[src/rtl/seg7_digit_scanner_if.sv]
// Load port of the seven-segment digit scanner: packed nibbles and decimal
// points offered over a valid/ready handshake.
interface seg7_digit_scanner_if #(
  parameter int DIGITS = 4
);
  logic [4*DIGITS-1:0] digits_i;
  logic [DIGITS-1:0]   dp_i;
  logic                load_valid;
  logic                load_ready;

  modport master (
    output digits_i,
    output dp_i,
    output load_valid,
    input  load_ready
  );

  modport slave (
    input  digits_i,
    input  dp_i,
    input  load_valid,
    output load_ready
  );
endinterface

[src/rtl/seg7_digit_scanner.sv]
// Multiplexed seven-segment scanner with tear-free shadow loading and blanking gaps.
// Optional leading-zero blanking is enabled by defining SEG7_LZB_EN.
module seg7_digit_scanner #(
  parameter int DIGITS       = 4,
  parameter int SCAN_DIV     = 1024,
  parameter int BLANK_CYCLES = 16
) (
  input  logic                  clk,
  input  logic                  reset_n,
  seg7_digit_scanner_if.slave   load,
  output logic [6:0]            seg_out,
  output logic                  dp_out,
  output logic [DIGITS-1:0]     digit_en,
  output logic                  frame_tick,
  output logic [8+DIGITS-1:0]   io_oeb
);

  localparam int CNT_W = (SCAN_DIV > 2) ? $clog2(SCAN_DIV) : 1;
  localparam int IDX_W = (DIGITS > 1) ? $clog2(DIGITS) : 1;

  localparam logic [CNT_W-1:0] CNT_LAST = CNT_W'(SCAN_DIV - 1);
  localparam logic [CNT_W-1:0] CNT_ON   = CNT_W'(BLANK_CYCLES);
  localparam logic [IDX_W-1:0] IDX_LAST = IDX_W'(DIGITS - 1);

  typedef enum logic {
    ST_BLANK = 1'b0,
    ST_ON    = 1'b1
  } slot_state_e;

  function automatic logic [6:0] hex_to_seg(input logic [3:0] nib);
    logic [6:0] seg;
    unique case (nib)
      4'h0: seg = 7'h3F;
      4'h1: seg = 7'h06;
      4'h2: seg = 7'h5B;
      4'h3: seg = 7'h4F;
      4'h4: seg = 7'h66;
      4'h5: seg = 7'h6D;
      4'h6: seg = 7'h7D;
      4'h7: seg = 7'h07;
      4'h8: seg = 7'h7F;
      4'h9: seg = 7'h6F;
      4'hA: seg = 7'h77;
      4'hB: seg = 7'h7C;
      4'hC: seg = 7'h39;
      4'hD: seg = 7'h5E;
      4'hE: seg = 7'h79;
      default: seg = 7'h71;
    endcase
    return seg;
  endfunction

  // Registered state
  slot_state_e         state_q, state_d;
  logic [CNT_W-1:0]    cnt_q, cnt_d;
  logic [IDX_W-1:0]    idx_q, idx_d;
  logic [4*DIGITS-1:0] active_dig_q, active_dig_d;
  logic [DIGITS-1:0]   active_dp_q, active_dp_d;
  logic [4*DIGITS-1:0] pend_dig_q, pend_dig_d;
  logic [DIGITS-1:0]   pend_dp_q, pend_dp_d;
  logic                pend_full_q, pend_full_d;
  logic                load_ready_q, load_ready_d;

  // Registered outputs
  logic [6:0]          seg_q, seg_d;
  logic                dp_q, dp_d;
  logic [DIGITS-1:0]   en_q, en_d;
  logic                tick_q, tick_d;
  logic [8+DIGITS-1:0] oeb_q, oeb_d;

  // Combinational helpers
  logic                boundary;
  logic                accept;
  logic [DIGITS-1:0]   lzb_mask;
  logic                lead;
  logic [3:0]          cur_nib;

  always_comb begin
    // NOTE: every signal driven here gets a default first, so no path can leave one unassigned and infer a latch.
    state_d      = state_q;
    cnt_d        = cnt_q;
    idx_d        = idx_q;
    active_dig_d = active_dig_q;
    active_dp_d  = active_dp_q;
    pend_dig_d   = pend_dig_q;
    pend_dp_d    = pend_dp_q;
    pend_full_d  = pend_full_q;
    seg_d        = '0;
    dp_d         = 1'b0;
    en_d         = '0;
    oeb_d        = '0;
    lzb_mask     = '0;
    lead         = 1'b1;
    cur_nib      = '0;

    boundary = (cnt_q == CNT_LAST) && (idx_q == IDX_LAST);
    accept   = load.load_valid && load_ready_q;

    // Slot counter and digit index
    if (cnt_q == CNT_LAST) begin
      cnt_d = '0;
      idx_d = (idx_q == IDX_LAST) ? '0 : idx_q + 1'b1;
    end else begin
      cnt_d = cnt_q + 1'b1;
    end

    // Shadow copy happens before the load is considered, so a load landing
    // on the boundary waits in pending for the following frame.
    if (boundary && pend_full_q) begin
      active_dig_d = pend_dig_q;
      active_dp_d  = pend_dp_q;
      pend_full_d  = 1'b0;
    end
    if (accept) begin
      pend_dig_d  = load.digits_i;
      pend_dp_d   = load.dp_i;
      pend_full_d = 1'b1;
    end
    load_ready_d = !pend_full_d;
    tick_d       = boundary;

    // Slot FSM: blanking gap at the start of each slot, then the lit phase.
    unique case (state_q)
      ST_BLANK: begin
        if ((BLANK_CYCLES == 0) || (cnt_d == CNT_ON)) state_d = ST_ON;
      end
      ST_ON: begin
        if ((cnt_q == CNT_LAST) && (BLANK_CYCLES != 0)) state_d = ST_BLANK;
      end
      default: state_d = ST_BLANK;
    endcase

`ifdef SEG7_LZB_EN
    // A digit is blanked while every digit above it (and itself) is a bare zero.
    for (int i = DIGITS - 1; i >= 1; i--) begin
      lead        = lead && (active_dig_d[i*4 +: 4] == 4'h0) && !active_dp_d[i];
      lzb_mask[i] = lead;
    end
`else
    lzb_mask = '0;
`endif

    // Outputs are computed from next-cycle state so they line up with the counter.
    if (state_d == ST_ON) begin
      cur_nib = active_dig_d[int'(idx_d)*4 +: 4];
      en_d    = DIGITS'(1) << idx_d;
      if (!lzb_mask[idx_d]) begin
        seg_d = hex_to_seg(cur_nib);
        dp_d  = active_dp_d[idx_d];
      end
    end
  end

  always_ff @(posedge clk or negedge reset_n) begin
    if (!reset_n) begin
      state_q      <= ST_BLANK;
      cnt_q        <= '0;
      idx_q        <= '0;
      active_dig_q <= '0;
      active_dp_q  <= '0;
      pend_dig_q   <= '0;
      pend_dp_q    <= '0;
      pend_full_q  <= 1'b0;
      load_ready_q <= 1'b1;
      seg_q        <= '0;
      dp_q         <= 1'b0;
      en_q         <= '0;
      tick_q       <= 1'b0;
      oeb_q        <= '1;
    end else begin
      // NOTE: non-blocking assignments so every register samples pre-edge values, independent of statement order.
      state_q      <= state_d;
      cnt_q        <= cnt_d;
      idx_q        <= idx_d;
      active_dig_q <= active_dig_d;
      active_dp_q  <= active_dp_d;
      pend_dig_q   <= pend_dig_d;
      pend_dp_q    <= pend_dp_d;
      pend_full_q  <= pend_full_d;
      load_ready_q <= load_ready_d;
      seg_q        <= seg_d;
      dp_q         <= dp_d;
      en_q         <= en_d;
      tick_q       <= tick_d;
      oeb_q        <= oeb_d;
    end
  end

  assign load.load_ready = load_ready_q;
  assign seg_out         = seg_q;
  assign dp_out          = dp_q;
  assign digit_en        = en_q;
  assign frame_tick      = tick_q;
  assign io_oeb          = oeb_q;

endmodule
[src/flat_wrapper.sv]
// flat-port wrapper written by rule: the top's interface ports become plain ports
module seg7_digit_scanner_flat 
#(
  parameter int DIGITS       = 4,
  parameter int SCAN_DIV     = 1024,
  parameter int BLANK_CYCLES = 16
)
  (clk, reset_n, seg_out, dp_out, digit_en, frame_tick, io_oeb, load_digits_i, load_dp_i, load_load_valid, load_load_ready);
  seg7_digit_scanner_if #(.DIGITS(DIGITS)) load_i ();
  input  logic clk;
  input  logic reset_n;
  output logic [6:0] seg_out;
  output logic dp_out;
  output logic [DIGITS-1:0] digit_en;
  output logic frame_tick;
  output logic [8+DIGITS-1:0] io_oeb;
  input wire logic [$bits(load_i.digits_i)-1:0] load_digits_i;
  input wire logic [$bits(load_i.dp_i)-1:0] load_dp_i;
  input wire logic [$bits(load_i.load_valid)-1:0] load_load_valid;
  output wire logic [$bits(load_i.load_ready)-1:0] load_load_ready;
  assign load_i.digits_i = load_digits_i;
  assign load_i.dp_i = load_dp_i;
  assign load_i.load_valid = load_load_valid;
  assign load_load_ready = load_i.load_ready;
  seg7_digit_scanner #(.DIGITS(DIGITS), .SCAN_DIV(SCAN_DIV), .BLANK_CYCLES(BLANK_CYCLES)) u_core (.clk(clk), .reset_n(reset_n), .load(load_i), .seg_out(seg_out), .dp_out(dp_out), .digit_en(digit_en), .frame_tick(frame_tick), .io_oeb(io_oeb));
endmodule
[config.mk]
export PLATFORM = sky130hd
export DESIGN_NAME = seg7_digit_scanner_flat
export DESIGN_NICKNAME = d
export VERILOG_FILES = /design/src/rtl/seg7_digit_scanner_if.sv /design/src/rtl/seg7_digit_scanner.sv /design/src/flat_wrapper.sv
export SDC_FILE = /design/constraint.sdc
export NUM_CORES = 1
export LEC_CHECK = 0
export ABC_AREA = 1
export CAP_MARGIN = 20
export CORE_UTILIZATION = 65
export CTS_BUF_LIST = sky130_fd_sc_hd__clkbuf_4 sky130_fd_sc_hd__clkbuf_8
export DETAILED_ROUTE_END_ITERATION = 8
export DONT_BUFFER_PORTS = 1
export GPL_ROUTABILITY_DRIVEN = 0
export MAX_ROUTING_LAYER = met4
export PLACE_DENSITY = 0.9
export SYNTH_ARGS = -nofsm -noshare
export SYNTH_HDL_FRONTEND = slang
export SYNTH_SLANG_ARGS = --single-unit
export TNS_END_PERCENT = 5
[constraint.sdc]
create_clock -name clk -period 3.3 [get_ports clk]
set_clock_uncertainty 0.2 [all_clocks]
set_input_delay 0.165 -clock clk [delete_from_list [all_inputs] [get_ports clk]]
set_output_delay 0.165 -clock clk [all_outputs]
set_load 0.02 [all_outputs]
* After elaboration in Yosys (flattened, before gate mapping)
Memories as Yosys holds them, arrays and structs flattened. Cells that the tools add are included.
Storage, ports and cells: input port bits 23, bits in latches 0, register bits 80, ROM bits 112, memories kept 1, RAM bits 0
Operators by class: bitwise logic cells 1, shift-type cells 2, reductions and logical operators 4, div/mod/pow operators 0, equality and inequality tests 3, $add $sub $neg 2, magnitude comparators 1, multipliers 0, mux-type cells 19
Memories:
- (name not given) | words 16, width 7, read ports 1, clocked after Yosys merged registers in 0, write ports 0, line seg7_digit_scanner.sv:32 | unique case (nib)
Operators with widths (count):
- 16-bit 2-to-1 mux | 1
- 16-bit by 5-bit indexed part select with 4-bit output | 1
- 7-bit 2-to-1 mux | 2
- 10-bit by 1-bit adder with 10-bit output (second input constant) | 1
- 10-bit == test (second input constant) | 1
- 10-bit by 5-bit == test with 1-bit output (second input constant) | 1
- 10-bit 2-to-1 mux | 1
- 1-bit 2-to-1 mux | 8
- 4-bit 2-to-1 mux | 2
- 1-bit binary-select mux with 2-bit select | 2
- 2-bit 2-to-1 mux | 2
- 1-bit by 2-bit << shifter with 4-bit output (first input constant) | 1
- 1-bit logical AND | 3
- 2-bit by 3-bit less-than comparator with 1-bit output (second input constant) | 1
- 2-bit by 1-bit adder with 2-bit output (second input constant) | 1
- 2-bit == test (second input constant) | 1
- 1-bit case mux with 2 select lines | 1
- 1-bit logical NOT | 1
- 1-bit inverter | 1

* Logic depth before layout (Yosys ltp)
Gate-level depths: netlist of the first run.
depth after elaboration 8, gate-level depth with buffers 19, gate-level depth less buffers 18

* Worst setup path after synthesis of the first run
Ideal clock, no wire load.
kind flip-flop to flip-flop, start point register u_core.cnt_q[0], end point register u_core.seg_q[2], in the netlist u_core.seg_out[2], stages on the path, launching flop included 17, arrival time 2.147 ns, data required time 2.978 ns, clock period less this slack 2.469 ns, setup slack 0.831 ns, cell sequence dfrtp_1 ha_1 nand2_2 nor2_8 nand2_4 nor2_4 nand3_4 buf_6 nand2_1 nand2_1 nand2_1 nand2_1 nor2_4 inv_1 ha_1 nor3_1 nor2_1
Between the ends: cells in the longest elaborated chain, start to end 8, elaborated cells on any way between the ends 17, classes of those cells 1 x add/sub; 2 x eq/ne; 1 x shift; 10 x mux; 2 x reduce/logical; 1 x memory
RTL lines:
- from (decl) | line seg7_digit_scanner.sv:55 | logic [CNT_W-1:0] cnt_q, cnt_d;
- from (signal assigned) | line seg7_digit_scanner.sv:173 | cnt_q <= cnt_d;
- 10-bit == test | line seg7_digit_scanner.sv:96 | boundary = (cnt_q == CNT_LAST) && (idx_q == IDX_LAST);
- 1-bit logical AND | line seg7_digit_scanner.sv:96
- 1-bit logical AND | line seg7_digit_scanner.sv:109 | if (boundary && pend_full_q) begin
- 16-bit 2-to-1 mux | line seg7_digit_scanner.sv:109
- via u_core.active_dig_d[8] | line seg7_digit_scanner.sv:57 | logic [4*DIGITS-1:0] active_dig_q, active_dig_d;
- 16-bit by 5-bit indexed part select with 4-bit output | line seg7_digit_scanner.sv:145 | cur_nib = active_dig_d[int'(idx_d)*4 +: 4];
- memory read 16 x 7 bit
- 7-bit 2-to-1 mux | line seg7_digit_scanner.sv:147 | if (!lzb_mask[idx_d]) begin
- 7-bit 2-to-1 mux | line seg7_digit_scanner.sv:144 | if (state_d == ST_ON) begin
- via u_core.seg_d[2] | line seg7_digit_scanner.sv:65 | logic [6:0] seg_q, seg_d;
- to (signal assigned) | line seg7_digit_scanner.sv:181 | seg_q <= seg_d;
- to (decl) | line seg7_digit_scanner.sv:65
The timed path passes the listed nets, and every way through them passes these cells. The select of a mux whose other input is x is not followed. A chain may end at the register's enable or synchronous reset.

* Final worst setup path of the first run
start point register u_core.cnt_q[0], end point register u_core.seg_q[2], in the netlist u_core.seg_out[2]
Between the ends: cells in the longest elaborated chain, start to end 8, elaborated cells on any way between the ends 17, classes of those cells 1 x add/sub; 2 x eq/ne; 1 x shift; 10 x mux; 2 x reduce/logical; 1 x memory
RTL lines (line):
- 10-bit == test | seg7_digit_scanner.sv:96, seg7_digit_scanner.sv:100, seg7_digit_scanner.sv:128
- 1-bit logical AND | seg7_digit_scanner.sv:96
- 1-bit logical AND | seg7_digit_scanner.sv:109
- 16-bit 2-to-1 mux | seg7_digit_scanner.sv:109
- 16-bit by 5-bit indexed part select with 4-bit output | seg7_digit_scanner.sv:145
- memory read 16 x 7 bit
- 7-bit 2-to-1 mux | seg7_digit_scanner.sv:147
- 7-bit 2-to-1 mux * | seg7_digit_scanner.sv:144
- via u_core.seg_d[2] | seg7_digit_scanner.sv:65
The timed path passes the listed nets; every way through them passes the cells marked *. The select of a mux whose other input is x is not followed.

==> results of run 1 <==
==> sequential cells by signal (all words and copies together), names as in the netlist, 2 cells and up <==
signal / cells
u_core.active_dp_q: 4
u_core.seg_out: 7
u_core.cnt_q: 10
u_core.pend_dig_q: 16
u_core.active_dig_q: 16
u_core.pend_dp_q: 4
u_core.digit_en: 4
u_core.idx_q: 2
==> synthesized netlist by cell type (all sizes together) <==
cell	instances
dfstp	2
a21oi	12
inv	50
nand2	115
nand4	4
conb	1
nand3	20
o21bai	2
clkbuf	3
o21a	2
o21ai	11
nor2	33
buf	15
nand3b	1
dfrtp	67
or2	1
mux2	12
xor2	2
nor3	5
ha	8
==> power breakdown <==
| part | leakage [nW] | switching (mW) | internal [mW] | total (mW) |
|---|---|---|---|---|
| registers | 0.854 | 0.0120 | 0.847 | 0.859 |
| clock network | 0.106 | 0.320 | 0.396 | 0.717 |
| logic | 1.14 | 0.0197 | 0.0201 | 0.0397 |
==> routing by layer <==
metal	vias to the layer above	routed length (um)	GRT usage, %
li1	1155	-	-
met1	1154	2750	33.6
met2	83	3390	47.0
met3	23	304	6.10
met4	0	221	14.7
met5	-	0	-
==> cell type report <==
class | count | area, sq um | share of cell area (%)
Inverter | 50 | 188 | 4.93
Clock inverter | 4 | 47.5 | 1.25
Clock buffer | 12 | 159 | 4.18
Timing Repair Buffer | 22 | 238 | 6.25
Tap cell | 67 | 83.8 | 2.20
Sequential cell | 69 | 1730 | 45.4
Multi-Input combinational cell | 229 | 1360 | 35.7
==> how the worst max path moves through the flow <==
stage,depth (start not counted),startpoint,endpoint
2_1_floorplan,16,u_core.cnt_q[0],u_core.seg_out[2]
3_3_place_gp,18,u_core.cnt_q[0],u_core.seg_out[3]
4_1_cts,16,u_core.cnt_q[0],u_core.seg_out[0]
6_report,15,u_core.cnt_q[0],u_core.seg_out[2]
3_5_place_dp,16,u_core.cnt_q[0],u_core.seg_out[0]
5_1_grt,17,u_core.cnt_q[0],u_core.seg_out[3]
==> cell families (layout without fill, tap and decap cells) <==
logic type,Yosys count,after routing,share of synthesized area [%]
xor+xnor,2,2,0.514
buf+inv,68,88,9.39
compound gates,27,27,4.26
other cells,1,1,0.110
flops,69,69,50.7
mux,12,12,3.96
simple gates,179,179,28.1
fa+ha+maj,8,8,2.94
==> critical path, stage by stage (launching register included) <==
cell and delay (ns):
dfrtp_1 0.37, ha_1 0.22, nand2_2 0.11, nor2_8 0.17, nand3_4 0.18, nand2_2 0.10, nand2_2 0.18, nand2_1 0.15
inv_2 0.08, nand2_1 0.07, nand2_1 0.08, nor2_4 0.19, inv_1 0.10, ha_1 0.24, nor3_1 0.25, nor2_1 0.08
==> results.md, run 1 <==
* Ports at 49
* Max Cap Violations at 0
* Vias/cell at 5.33
* Wirelength per Cell at 14.7 um
* R2R Path Start: u_core.cnt_q[0]
* R2R Setup Slk at 0.38 ns
* FF-to-FF path depth at 15
* Die ar. at 5540 sq um
* Avg Cell Area, Syn at 9.32 sq um
* TNS Setup at 0 ns
* Syn. warnings at 0
* Antenna violations before repair at 0
* Fill count at 328
* Non-filler cells, final at 453
* GRT overflow at 0
* # port buffers at 0
* Final worst-path cycle share at 88.5%
* Drt first pass iters at 4
* Static leakage at 2.10 nW
* Commonest non-fill, non-tap cell in the layout: nand2_1
* CTS tree: built
* Total Nets Final at 412
* Final setup violation count at 0
* Clock tree root driver cell: clkbuf_8
* Total CTS buffers at 9
* # DRC at 0
* Worst slack, placed at 0.473 ns
* Fmax at 342 MHz
* Power Density at 424 nW/um^2
* Worst slew pin tran at 1.17 ns
* Total Wirelength at 6670 um
* Chip width at 74.4 um
* Arrival time worst endpoint at 2.94 ns
* Peak supply drop at 352 uV
* Final instance area at 3800 sq um
* Antenna viol nets, final at 0
* Share of cells above drive strength 1 at 19.2%
* Post-synthesis sequential area ratio at 50.7%
* Post-DP Area at 3360 sq um
* Cells after synthesis at 366
* Hold_buf cts at 22
* Most area-consuming cells after synthesis: dfrtp_1, nand2_1, inv_1, mux2_2, nand2_2
* Clock net sink count at 69
* Fin util at 78.0%
* PnR Total Power at 1.62 mW
* DP Wirelength at 4210 um
* Synth cell types at 31
* Post-CTS Setup Repair Bufs at 0
* Post-CTS sizing at 0
* PnR worst setup slack at 0.378 ns
* Largest net degree at the start of global routing at 70
* Final min period at 2.92 ns
* Slew headroom at 22.1%
* Core footprint at 4880 sq um
* Vias in the first global route at 2479
* Max Slew Vio Count at 0
* DR vias at 2415
* Cell Rows at 25
* CP max FO at 11
* Post-synthesis register bit count at 69
* Worst R2R End: u_core.seg_out[2]
* Placed cell count at 415
* Max Buffers Root-to-Sink at 2
* Worst min path class: in -> async
* Critical path class: reg -> reg
* First-pass GRT wire length at 11200 um
* Die Height at 74.4 um
* Synth Net Count at 397
* Yosys top cell area share at 49.2%
* Gr usage total at 28.8%
* Worst-Skew Late Latency at 0.36 ns
* Fin. Hold Viols at 0
* RSZ-0062 raised after global routing: no
* H-tree levels at 3
* CP Capture Type: flip-flop
* Initial core utilization at 69.9%
* Clk slew on worst S/H paths at 0.08 ns
* Hold slack final at 0.133 ns
* Initial DRC count at 126
* Area grow syn2layout at 11.6%
* Most frequent cells in the layout: nand2_1, dfrtp_1, inv_1
* Synth Cell Area at 3410 sq um
* N_diodes at 0
* Status: completed
* Yosys top cell by area: dfrtp_1
* Worst setup SP type: flip-flop
* Required @ worst endpoint at 3.32 ns
Power figures use the tool's default switching activity.
==> run 2: changes to the inputs <==
--- a/config.mk
+++ b/config.mk
@@ -5,15 +5,14 @@
 export SDC_FILE = /design/constraint.sdc
 export NUM_CORES = 1
 export LEC_CHECK = 0
-export ABC_AREA = 1
 export CAP_MARGIN = 20
-export CORE_UTILIZATION = 65
+export CORE_UTILIZATION = 49
 export CTS_BUF_LIST = sky130_fd_sc_hd__clkbuf_4 sky130_fd_sc_hd__clkbuf_8
 export DETAILED_ROUTE_END_ITERATION = 8
 export DONT_BUFFER_PORTS = 1
 export GPL_ROUTABILITY_DRIVEN = 0
 export MAX_ROUTING_LAYER = met4
-export PLACE_DENSITY = 0.9
+export PLACE_DENSITY = 0.73
 export SYNTH_ARGS = -nofsm -noshare
 export SYNTH_HDL_FRONTEND = slang
 export SYNTH_SLANG_ARGS = --single-unit
==> results.md, run 2 <==
* Status: completed
* Antenna viol nets, final at 0 (unchanged)
* Worst slack, placed at -0.0270 ns (-0.500 ns)
* Worst min path class: in -> async
* Max Cap Violations at 0 (unchanged)
* PnR Total Power at 1.73 mW (+7.1%)
* Area grow syn2layout at 22.1%
* CP max FO at 7 (-4)
* Worst-Skew Late Latency at 0.34 ns (-0.02 ns)
* GRT overflow at 0 (unchanged)
* Non-filler cells, final at 375 (-17%)
* Synth Cell Area at 3230 sq um (-5.3%)
* Wirelength per Cell at 16.6 um (+12%)
* Most area-consuming cells after synthesis: dfrtp_1, mux2_2, ha_1, buf_4, nor2_1
* Avg Cell Area, Syn at 12.6 sq um (+35%)
* Initial core utilization at 50.8% (-19 points)
* Initial DRC count at 55 (-56%)
* CTS tree: built
* Chip width at 83.2 um (+12%)
* Clock tree root driver cell: clkbuf_8
* Max Buffers Root-to-Sink at 2 (unchanged)
* Syn. warnings at 0 (unchanged)
* Top flop regs: u_core.active_dig_q (16), u_core.pend_dig_q (16), u_core.cnt_q (10)
* Gr usage total at 19.4% (-9.5 points)
* Post-DP Area at 3330 sq um (-0.93%)
* Count leader, synth: dfrtp_1
* Worst slew pin tran at 1.16 ns (-0.00876 ns)
* Worst setup SP type: flip-flop
* Yosys top cell by area: dfrtp_1
* Placed cell count at 329 (-21%)
* Fmax at 312 MHz (-8.9%)
* N_diodes at 0 (unchanged)
* Final setup violation count at 0 (unchanged)
* DR vias at 2046 (-15%)
* Max Slew Vio Count at 0 (unchanged)
* Most frequent cells in the layout: dfrtp_1, mux2_2, buf_4
* Yosys top cell area share at 51.9% (+2.8 points)
* Fin. Hold Viols at 0 (unchanged)
* Worst setup endpoint: u_core.seg_out[0]
* Clk slew on worst S/H paths at 0.08 ns (about the same)
* EDFF count, synth at 0 (unchanged)
* Drt first pass iters at 6 (+2)
* Worst R2R End: u_core.seg_out[0]
* Most frequent cells after synthesis: dfrtp_1, mux2_2, nor2_1
* Critical Path Start: u_core.idx_q[1]
* Static leakage at 1.89 nW (-9.9%)
* Share of cells above drive strength 1 at 41.3% (+22 points)
* # DRC at 0 (unchanged)
* Largest net degree at the start of global routing at 70 (unchanged)
* Peak supply drop at 343 uV (-2.5%)
* Slew headroom at 22.6% (+0.58 points)
* Core footprint at 6350 sq um (+30%)
* PnR worst setup slack at 0.0946 ns (-0.284 ns)
* R2R Setup Slk at 0.09 ns (-0.28 ns)
* Die Height at 83.2 um (+12%)
* Post-synthesis register bit count at 69 (unchanged)
* Async SR Flop Fraction at 100% (unchanged)
* Die ar. at 6920 sq um (+25%)
* Antenna violations before repair at 0 (unchanged)
* Commonest non-fill, non-tap cell in the layout: dfrtp_1
* Total Nets Final at 324 (-21%)
* Post-synthesis sequential area ratio at 53.6% (+2.9 points)
* Synth Net Count at 287 (-28%)
* Total Wirelength at 6210 um (-6.9%)
* Ports at 49 (unchanged)
* DP Wirelength at 3840 um (-8.8%)
* Cell Rows at 29 (+16%)
* H-tree levels at 3 (unchanged)
* Total CTS buffers at 9 (unchanged)
* Final worst-path cycle share at 97.1% (+8.6 points)
* Cells after synthesis at 256 (-30%)
* Fin util at 62.1% (-16 points)
* R2R Path Start: u_core.idx_q[1]
* # port buffers at 0 (unchanged)
* FF-to-FF path depth at 14 (-1)
* CP Capture Type: flip-flop
* Critical path class: reg -> reg
* Vias in the first global route at 2057 (-17%)
* Synth cell types at 47 (+52%)
* Clock net sink count at 69 (unchanged)
* Top FF cell, synth: dfrtp_1
* Final min period at 3.21 ns (+0.284 ns)
* Arrival time worst endpoint at 3.22 ns (+0.28 ns)
* Required @ worst endpoint at 3.32 ns (about the same)
* Final instance area at 3940 sq um (+3.6%)
* Vias/cell at 5.46 (+2.3%)
* Power Density at 439 nW/um^2 (+3.4%)
* First-pass GRT wire length at 10100 um (-10%)
## run 2: changes by cell type in the layout (fill, tap and decap cells not counted), moves of 6 or more
cell,previous run,this run
o21ai_0,8,2
buf_4,0,24
inv_1,45,7
a21oi_1,12,3
nor2_1,23,16
nor2_4,6,0
nand3_1,17,8
mux2_2,12,49
nand2_1,92,7
nand2_4,6,0
nand2_2,17,2
## run 2: cell families (layout without fill, tap and decap cells)
family	after synthesis	in the layout	synth area share, %
compound gates	26	26	6.40
xor+xnor	7	7	1.90
fa+ha+maj	8	8	3.10
buf+inv	30	72	5.04
flops	69	69	53.6
mux	57	57	19.9
other cells	1	1	0.116
simple gates	58	58	10.0
## run 2: worst min path at each step
stage / endpoint / start / slack, ns
detailed placement: u_core.pend_dig_q[4] / reset_n / -0.33
floorplan: u_core.active_dig_q[0] / reset_n / -0.33
global placement: u_core.pend_dig_q[7] / reset_n / -0.33
finish: u_core.pend_dig_q[4] / reset_n / 0.15
global route: u_core.pend_dig_q[4] / reset_n / 0.19
CTS: u_core.pend_dig_q[4] / reset_n / 0.15
## run 2: cell type report
class	instances	area, sq um
Fill cell	491	2410
Sequential cell	69	1730
Multi-Input combinational cell	157	1410
Timing Repair Buffer	47	425
Clock buffer	9	124
Clock inverter	7	121
Tap cell	77	96.3
Inverter	9	33.8
## run 2: stage by stage
stage / hold slack (ns) / TNS, ns
final: 0.152 / 0
after global routing: 0.192 / -0.381
after CTS: 0.147 / 0
after detailed placement: -0.329 / -0.0326
after global placement: -0.329 / 0
after floorplan: -0.331 / 0
## run 2: timing repair
item | in CTS | in global routing
setup endpoints to repair | 4 | 7
buffers inserted | 2 | 6
hold endpoints to repair | 89 | 0
pin swaps | 0 | 3
cloned | 0 | 0
gates resized for setup | 1 | 16
hold buffers | 22 | 0
## run 2: routing by layer
| layer | vias up | routed length, um | share of wire [%] | GRT usage [%] |
|---|---|---|---|---|
| li1 | 976 | - | - | - |
| met1 | 1017 | 2780 | 45 | 24.5 |
| met2 | 43 | 3110 | 50 | 30.0 |
| met3 | 10 | 228 | 3.7 | 5.57 |
| met4 | 0 | 87 | 1.4 | 6.58 |
| met5 | - | 0 | 0 | - |
## run 2: worst max-delay path: stages, from the launching register on
cell       delay, ns
dfrtp_1         0.44
ha_2            0.25
nand2_1         0.07
nor4_2          0.16
buf_4           0.16
buf_4           0.15
mux2_2          0.35
mux2_2          0.27
mux2_4          0.32
inv_2           0.11
ha_1            0.16
inv_1           0.06
a21o_2          0.19
a21oi_2         0.14
a2111oi_2       0.06
## run 2: power by group
group,switching [mW],internal (mW)
sequential,0.0119,0.846
clock,0.324,0.507
combinational,0.0201,0.0201
==> run 3: changes to the inputs <==
--- a/config.mk
+++ b/config.mk
@@ -5,6 +5,7 @@
 export SDC_FILE = /design/constraint.sdc
 export NUM_CORES = 1
 export LEC_CHECK = 0
+export ABC_AREA = 1
 export CAP_MARGIN = 20
 export CORE_UTILIZATION = 49
 export CTS_BUF_LIST = sky130_fd_sc_hd__clkbuf_4 sky130_fd_sc_hd__clkbuf_8
==> results.md, run 3 (same netlist as run 1, synthesis figures left out) <==
* # DRC at 0 (unchanged)
* GRT met3 Usage at 6.52% (+0.95 points)
* Status: completed
* RSZ-0062 raised after global routing: no
* Most frequent cells in the layout: nand2_1, dfrtp_1, inv_1
* Initial core utilization at 50.5% (-0.37 points)
* Placed cell count at 428 (+30%)
* Post-CTS Setup Repair Bufs at 0 (-2)
* Largest net degree at the start of global routing at 70 (unchanged)
* Most Crowded Layer GR: met2
* Initial DRC count at 106 (+93%)
* Required @ worst endpoint at 3.39 ns (+0.07 ns)
* Max Slew Vio Count at 0 (unchanged)
* Static leakage at 2.12 nW (+12%)
* Worst min path class: in -> async
* Die ar. at 7300 sq um (+5.5%)
* Antenna viol nets, final at 0 (unchanged)
* Share of cells above drive strength 1 at 19.2% (-22 points)
* Gr usage total at 20.8% (+1.4 points)
* Final setup violation count at 0 (unchanged)
* CP Capture Type: flip-flop
* Area grow syn2layout at 13.5%
* Antenna violations before repair at 0 (unchanged)
* Post-CTS sizing at 0 (-1)
* Max Buffers Root-to-Sink at 2 (unchanged)
* Critical path class: reg -> reg
* Met1 Use GR at 26.1% (+1.6 points)
* CTS tree: built
* Fin. Hold Viols at 0 (unchanged)
* GRT overflow at 0 (unchanged)
* Worst slack, placed at 0.492 ns (+0.519 ns)
* DP Wirelength at 4180 um (+8.9%)
* N_diodes at 0 (unchanged)
* TNS Setup at 0 ns (unchanged)
* Commonest non-fill, non-tap cell in the layout: nand2_1
* Core footprint at 6760 sq um (+6.4%)
* Top flop regs: u_core.active_dig_q (16), u_core.pend_dig_q (16), u_core.cnt_q (10)
* Total Wirelength at 6370 um (+2.7%)
* Clock tree root driver cell: clkbuf_8
* Ports at 49 (unchanged)
* Chip width at 85.4 um (+2.7%)
* Fill count at 618 (+26%)
* CP max FO at 11 (+4)
* Drt first pass iters at 4 (-2)
* PnR worst setup slack at 0.470 ns (+0.375 ns)
* PnR Total Power at 1.77 mW (+2.2%)
* Non-filler cells, final at 466 (+24%)
* # port buffers at 0 (unchanged)
* Max Cap Violations at 0 (unchanged)
* Fmax at 353 MHz (+13%)
* Clock net sink count at 69 (unchanged)
* DR vias at 2313 (+13%)
* Peak supply drop at 373 uV (+8.9%)
* M2 GR Usage at 32.1% (+2.1 points)
* Wirelength per Cell at 13.7 um (-17%)
* Total CTS buffers at 9 (unchanged)
* Slew headroom at 22.2% (-0.43 points)
* Vias/cell at 4.96 (-9.0%)
* Cell Rows at 30 (+3.4%)
* Worst slew pin tran at 1.17 ns (+0.00651 ns)
* Total Nets Final at 412 (+27%)
* Clk slew on worst S/H paths at 0.08 ns (about the same)
* Final min period at 2.83 ns (-0.375 ns)
* Vias in the first global route at 2423 (+18%)
* H-tree levels at 3 (unchanged)
* Arrival time worst endpoint at 2.92 ns (-0.30 ns)
* Worst-Skew Late Latency at 0.36 ns (+0.02 ns)
* Final worst-path cycle share at 85.8% (-11 points)
* First-pass GRT wire length at 11100 um (+10%)
* FF-to-FF path depth at 18 (+4)
* Die Height at 85.4 um (+2.7%)
* Power Density at 457 nW/um^2 (+4.2%)
* Worst setup SP type: flip-flop
==> run 3: changes by cell type in the layout (fill, tap and decap cells not counted), sizes merged, moves of 5 or more <==
cell / change
a211oi: -5
a21oi: +8
buf: -24
inv: +41
mux2: -42
nand2: +106
nand3: +11
nor2: +17
o21ai: +9
==> run 3: critical path, stage by stage, from the launching register on <==
cell	delay (ns)
dfrtp_1	0.37
ha_1	0.23
nand2_2	0.12
nor2_8	0.17
nand3_4	0.17
nand2_2	0.10
nand2_2	0.18
nand2_1	0.17
inv_2	0.08
nand2_1	0.07
nand2_1	0.08
nor2_4	0.19
inv_1	0.08
ha_1	0.24
inv_1	0.06
nand2_1	0.06
nand3_2	0.07
nand2_1	0.04
nor2_1	0.08
==> run 3: path summary, 6_finish.rpt <==
kind,from,endpoint,slack [ns]
min in group clk,load_digits_i[5],u_core.pend_dig_q[5],0.28
worst min-delay path,reset_n,u_core.pend_dig_q[13],0.18
worst max register to register,u_core.cnt_q[0],u_core.seg_out[3],0.47
worst min register to register,u_core.active_dig_q[13],u_core.active_dig_q[13],0.28
worst max-delay path,u_core.cnt_q[0],u_core.seg_out[3],0.47
max in group asynchronous,reset_n,u_core.io_oeb[10],2.41
==> run 3: where the power goes <==
part	total, mW	switching (mW)	internal, mW
Clock	0.869	0.341	0.529
Sequential	0.858	0.0120	0.846
Combinational	0.0399	0.0199	0.0200
==> run 3: metrics by stage <==
| stage | util [%] | area [sq um] | hold WS (ns) |
|---|---|---|---|
| 2_1_floorplan | - | 3410 | -0.331 |
| 3_3_place_gp | 50.0 | 3380 | -0.329 |
| 3_5_place_dp | 50.0 | 3380 | -0.329 |
| 4_1_cts | 57.3 | 3870 | 0.176 |
| 5_1_grt | 57.3 | 3870 | 0.204 |
| 6_report | 57.3 | 3870 | 0.181 |
==> run 3: final cells by class <==
type	count	area [sq um]	share of cell area (%)
timing repair buffer	22	238	6.14
sequential	69	1730	44.7
clock inverter	6	116	3.01
clock buffer	10	138	3.56
tap	80	100	2.59
inverter	50	188	4.85
multi-input combinational	229	1360	35.2
==> run 3: what timing repair did <==
action                                 4_1_cts  5_1_grt
setup endpoints to repair                    0        0
endpoints found under the hold margin       89        0
hold buffers                                22        0
==> run 3: metal layers <==
metal | wire (um) | share of wire, % | up-vias
met4 | 110 | 1.7 | 0
li1 | - | - | 1157
met1 | 2970 | 47 | 1086
met5 | 0 | 0 | -
met2 | 3000 | 47 | 57
met3 | 298 | 4.7 | 13
